**config.mk**
```make
export PLATFORM = sky130hd
export DESIGN_NAME = crc_stream_gen
export DESIGN_NICKNAME = d
export VERILOG_FILES = /design/src/rtl/crc_stream_gen.sv
export SDC_FILE = /design/constraint.sdc
export NUM_CORES = 1
export LEC_CHECK = 0
export CORE_UTILIZATION = 49
export CTS_CLUSTER_SIZE = 12
export DETAILED_ROUTE_END_ITERATION = 16
export GPL_ROUTABILITY_DRIVEN = 0
export PLACE_DENSITY = 0.72
export SLEW_MARGIN = 25
export SYNTH_ARGS = -nofsm -noshare
export SYNTH_HDL_FRONTEND = slang
export SYNTH_SLANG_ARGS = --single-unit
```
**constraint.sdc**
```tcl
create_clock -name i_clk -period 1.68 [get_ports i_clk]
set_clock_uncertainty 0.2 [all_clocks]
set_input_delay 0.504 -clock i_clk [delete_from_list [all_inputs] [get_ports i_clk]]
set_output_delay 0.504 -clock i_clk [all_outputs]
set_load 0.01 [all_outputs]
```
**src/rtl/crc_stream_gen.sv**
```systemverilog
// Streaming CRC generator: passes framed data words through, then appends
// the frame CRC as CRC_W/DATA_W trailing words, MSB word first.
module crc_stream_gen #(
    parameter int               DATA_W  = 8,
    parameter int               CRC_W   = 16,
    parameter logic [CRC_W-1:0] POLY    = 16'h1021,
    parameter logic [CRC_W-1:0] INIT    = 16'hFFFF,
    parameter logic [CRC_W-1:0] XOR_OUT = 16'h0000
) (
    input  logic              i_clk,
    input  logic              i_rst,
    input  logic [DATA_W-1:0] i_data,
    input  logic              i_valid,
    input  logic              i_last,
    output logic              o_ready,
    output logic [DATA_W-1:0] o_data,
    output logic              o_valid,
    output logic              o_last,
    input  logic              i_ready
);

    localparam int NWORDS = CRC_W / DATA_W;
    localparam int CNT_W  = (NWORDS > 1) ? $clog2(NWORDS) : 1;
    localparam logic [CNT_W-1:0] LAST_CNT = CNT_W'(NWORDS - 1);

    if (CRC_W % DATA_W != 0) begin : gBadWidth
        $error("crc_stream_gen: CRC_W must be an integer multiple of DATA_W");
    end

    typedef enum logic {
        S_DATA,
        S_APPEND
    } state_t;

    // Bit-serial MSB-first CRC update, unrolled so one whole word folds in per cycle.
    function automatic logic [CRC_W-1:0] nextCrc(input logic [CRC_W-1:0] crcIn,
                                                  input logic [DATA_W-1:0] dataIn);
        logic [CRC_W-1:0] c;
        logic             fb;
        c = crcIn;
        for (int b = DATA_W - 1; b >= 0; b--) begin
            fb = c[CRC_W-1] ^ dataIn[b];
            c  = {c[CRC_W-2:0], 1'b0} ^ (fb ? POLY : '0);
        end
        return c;
    endfunction

    state_t              state_q, state_d;
    logic [CRC_W-1:0]    crc_q, crc_d;
    logic [CRC_W-1:0]    finalCrc_q, finalCrc_d;
    logic [CNT_W-1:0]    wordCnt_q, wordCnt_d;
    logic [DATA_W-1:0]   oData_q, oData_d;
    logic                oValid_q, oValid_d;
    logic                oLast_q, oLast_d;

    logic                free;
    logic                inXfer;
    logic [CRC_W-1:0]    crcStep;
    logic [CRC_W-1:0]    crcShifted;
    logic [DATA_W-1:0]   crcWord;

    always_comb begin
        state_d    = state_q;
        crc_d      = crc_q;
        finalCrc_d = finalCrc_q;
        wordCnt_d  = wordCnt_q;
        oData_d    = oData_q;
        oValid_d   = oValid_q;
        oLast_d    = oLast_q;
        o_ready    = 1'b0;
        inXfer     = 1'b0;

        free       = ~oValid_q | i_ready;
        crcStep    = nextCrc(crc_q, i_data);
        crcShifted = finalCrc_q << (int'(wordCnt_q) * DATA_W);
        crcWord    = crcShifted[CRC_W-1 -: DATA_W];

        case (state_q)
            S_DATA: begin
                o_ready = free & ~i_rst;
                inXfer  = i_valid & o_ready;
                if (inXfer) begin
                    oData_d  = i_data;
                    oValid_d = 1'b1;
                    oLast_d  = 1'b0;
                    crc_d    = crcStep;
                    if (i_last) begin
                        state_d    = S_APPEND;
                        wordCnt_d  = '0;
                        finalCrc_d = crcStep ^ XOR_OUT;
                    end
                end else if (free) begin
                    oValid_d = 1'b0;
                end
            end
            S_APPEND: begin
                // Counter and current CRC word hold whenever downstream stalls.
                if (free) begin
                    oData_d  = crcWord;
                    oValid_d = 1'b1;
                    oLast_d  = (wordCnt_q == LAST_CNT);
                    if (wordCnt_q == LAST_CNT) begin
                        state_d   = S_DATA;
                        crc_d     = INIT;
                        wordCnt_d = '0;
                    end else begin
                        wordCnt_d = wordCnt_q + CNT_W'(1);
                    end
                end
            end
            default: begin
                state_d = S_DATA;
            end
        endcase
    end

    always_ff @(posedge i_clk) begin
        if (i_rst) begin
            state_q    <= S_DATA;
            crc_q      <= INIT;
            finalCrc_q <= '0;
            wordCnt_q  <= '0;
            oData_q    <= '0;
            oValid_q   <= 1'b0;
            oLast_q    <= 1'b0;
        end else begin
            state_q    <= state_d;
            crc_q      <= crc_d;
            finalCrc_q <= finalCrc_d;
            wordCnt_q  <= wordCnt_d;
            oData_q    <= oData_d;
            oValid_q   <= oValid_d;
            oLast_q    <= oLast_d;
        end
    end

    assign o_data  = oData_q;
    assign o_valid = oValid_q;
    assign o_last  = oLast_q;

endmodule

```
==> metrics.cfg <==
[run_status]
status=complete, but fails checks
violations=negative setup slack

[worst_setup_path]
crit_path_end_kind=output port
reg2reg_from=state_q
critPathMaxFanout=2
worstSetupPathType=register to output port
required_ps=980
rrSetupSlack_ps=50
reg2reg_to=crc_q[3]
reg2regPathDepth=6
critPathArrivalTime_ps=1010
cp-start-kind=register

[power_and_ir_drop]
p_total_mw=3.16
switching_share=0.316
power_frac_seq=0.404
irDropWorstVdd_v=0.000657
p_per_area_nw_per_um2=1150
power.leakage_nw=1.06
power.internal_mw=2.16
combPwrFrac=0.367
power_switching_mw=0.997
p_clk_frac=0.229

[placed_design]
port_buffers=23
dp_slack_ps=-786
dpl_cell_area_sq_um=2490
hpwl_microns=3190
dp_cells=309

[final_layout]
fin_area_sq_um=2740
finalNetCount=285
drive_gt1_frac=0.294
num_antenna_cells=0
post-route-util=0.721
area_growth_pct=36.4
stdcell_count=320

[logic_synthesis]
synth-seq-area-share=0.438
netlist_instances=222
synth_warnings=0
avgSynthCellArea_sq_um=9.05
synth_area_sq_um=2010
ys_types=35
ys_ff_latch=44
synth_fp_nets=235

[cts]
cts_sinks=44
htreeDepth=2
hold_buffers=0
cts_tree=done
path_clk_slew_ps=80
numCtsBuffers=5
cts_root_buf=clkbuf_8
cts_buffer_depth=2
clock_latency_ps=300

[die]
die_area_sq_um=4360
initial_core_util=0.529
row_count=22
coreArea_sq_um=3800
die_w_microns=66.0
fp.dieH_microns=66.0
boundaryPins=24

[timing]
setup_viol=1
worst_pin_slew_ps=305
layout_setup_ws_ps=-30.8
relSlewSlack=0.796
worst_hold_slack_ps=254
rsz0062_at_grt=true
slew_viol_final=0
tns_ps=-30.8
post-route-period-util=1.02
fin_crit_ps=1710
fmax_mhz=585
hold_viol_final=0

[drt]
drt_first_pass_iters=4
wl_microns=4690
drtAntennaViolNets=0
wl_per_cell_microns=14.7
drtIter0Drc=85
drc_errors=0
vias=1673
viasPerCell=5.23

[global_route]
grt_pass1_vias=1560
overflow=0
track_usage=0.244
grt_pass1_wl_microns=7650
grt_max_degree=23
antenna_found_initial=0

[hold_path]
holdCritPathClass=register to register
hold_end=o_data[5]
hp-start=o_data[5]
hold_depth=2

[run]
maxCapViolCount=0

[area by class of cell]
class	instances	area, sq um
Sequential cell	44	883
Fill cell	299	1060
Clock buffer	7	96.3
Tap cell	48	60.1
Timing Repair Buffer	59	490
Multi-Input combinational cell	162	1210
[power groups by stage]
stage	clock, mW	sequential, mW	combinational, mW
after floorplan	0	1.28	0.624
after global placement	0	1.28	0.995
after detailed placement	0	1.29	1.00
after CTS	0.725	1.27	1.06
after global routing	0.764	1.29	1.25
final	0.723	1.27	1.16
[timing repair]
action	in CTS	in global routing
setup endpoints to repair	55	20
gates cloned	0	0
resized for setup	45	15
setup buffers	1	3
pin swaps	12	6
[Yosys cell counts]
cell type	n	area, sq um
nand3b_1	5	37.5
a21oi_1	22	110
nand3_1	3	15.0
o21a_1	1	7.51
or2_2	1	6.26
xor2_2	1	16.3
a21oi_4	1	16.3
clkbuf_1	8	30.0
o21bai_1	2	15.0
o21ba_2	1	10.0
buf_2	6	30.0
nor2_1	20	75.1
o21ai_0	6	30.0
buf_1	1	3.75
a211oi_1	1	7.51
xnor2_2	7	114
o22a_1	1	8.76
or3b_1	1	8.76
and3_1	1	6.26
nor2_2	1	6.26
mux2i_1	9	90.1
nor2b_1	2	12.5
o32ai_1	1	8.76
a211oi_2	1	12.5
buf_4	1	7.51
o22ai_1	7	43.8
xnor2_1	10	87.6
nor3_1	6	30.0
nand4_1	1	6.26
and4_1	1	8.76
xor2_1	6	52.6
o211ai_1	8	60.1
dfxtp_1	44	881
nand2b_1	9	56.3
nand2_1	26	97.6
[registers in the layout, indices dropped and copies added, names as in the netlist]
register and count:
crc_q 16, finalCrc_q 16, o_data 8, o_last 1
o_valid 1, state_q 1, wordCnt_q 1
[cell usage in the layout (no fill, tap or decap), types with 4 or more instances in the layout]
| cell | count |
|---|---|
| mux2i_1 | 9 |
| xnor2_2 | 7 |
| nand2b_1 | 8 |
| o21ai_0 | 5 |
| xnor2_1 | 8 |
| o22ai_2 | 4 |
| nor2_1 | 20 |
| clkbuf_8 | 7 |
| a21oi_1 | 22 |
| dlygate4sd2_1 | 18 |
| xor2_2 | 6 |
| dfxtp_1 | 42 |
| nor3_1 | 5 |
| nand3b_1 | 5 |
| buf_4 | 32 |
| o211ai_1 | 8 |
| nand2_1 | 26 |
[metal layers]
layer	routed length, microns	vias up	track usage	part of all wire
met3	131	9	0.0483	0.028
met4	74	0	0.128	0.016
met1	2250	786	0.330	0.48
met5	0	-	0	0
li1	-	854	-	-
met2	2240	24	0.364	0.48
[logic make-up after synthesis]
| kind of cell | count (synthesis) | share of synthesized area |
|---|---|---|
| AND/OR/NAND/NOR | 77 | 0.182 |
| buffers and inverters | 16 | 0.0355 |
| AO/OA/AOI/OAI | 52 | 0.164 |
| multiplexers | 9 | 0.0448 |
| XOR/XNOR | 24 | 0.134 |
| flip-flops | 44 | 0.438 |
[worst max path at each step]
stage                     startpoint       endpoint  slack, ps  cells after the start
after floorplan              i_ready  finalCrc_q[7]          1                      6
after global placement       i_ready        o_ready       -760                      4
after detailed placement     i_ready        o_ready       -790                      4
after CTS                    o_valid        o_ready        -20                      3
after global routing         o_valid        o_ready        -70                      3
final                        o_valid        o_ready        -30                      3
[worst max-delay path: stages, from the launching register on]
cell and delay (ps):
dfxtp_2 330, nor2b_4 130, nor3_4 100, buf_2 150
Note: power is estimated with default switching activity, not from simulation.
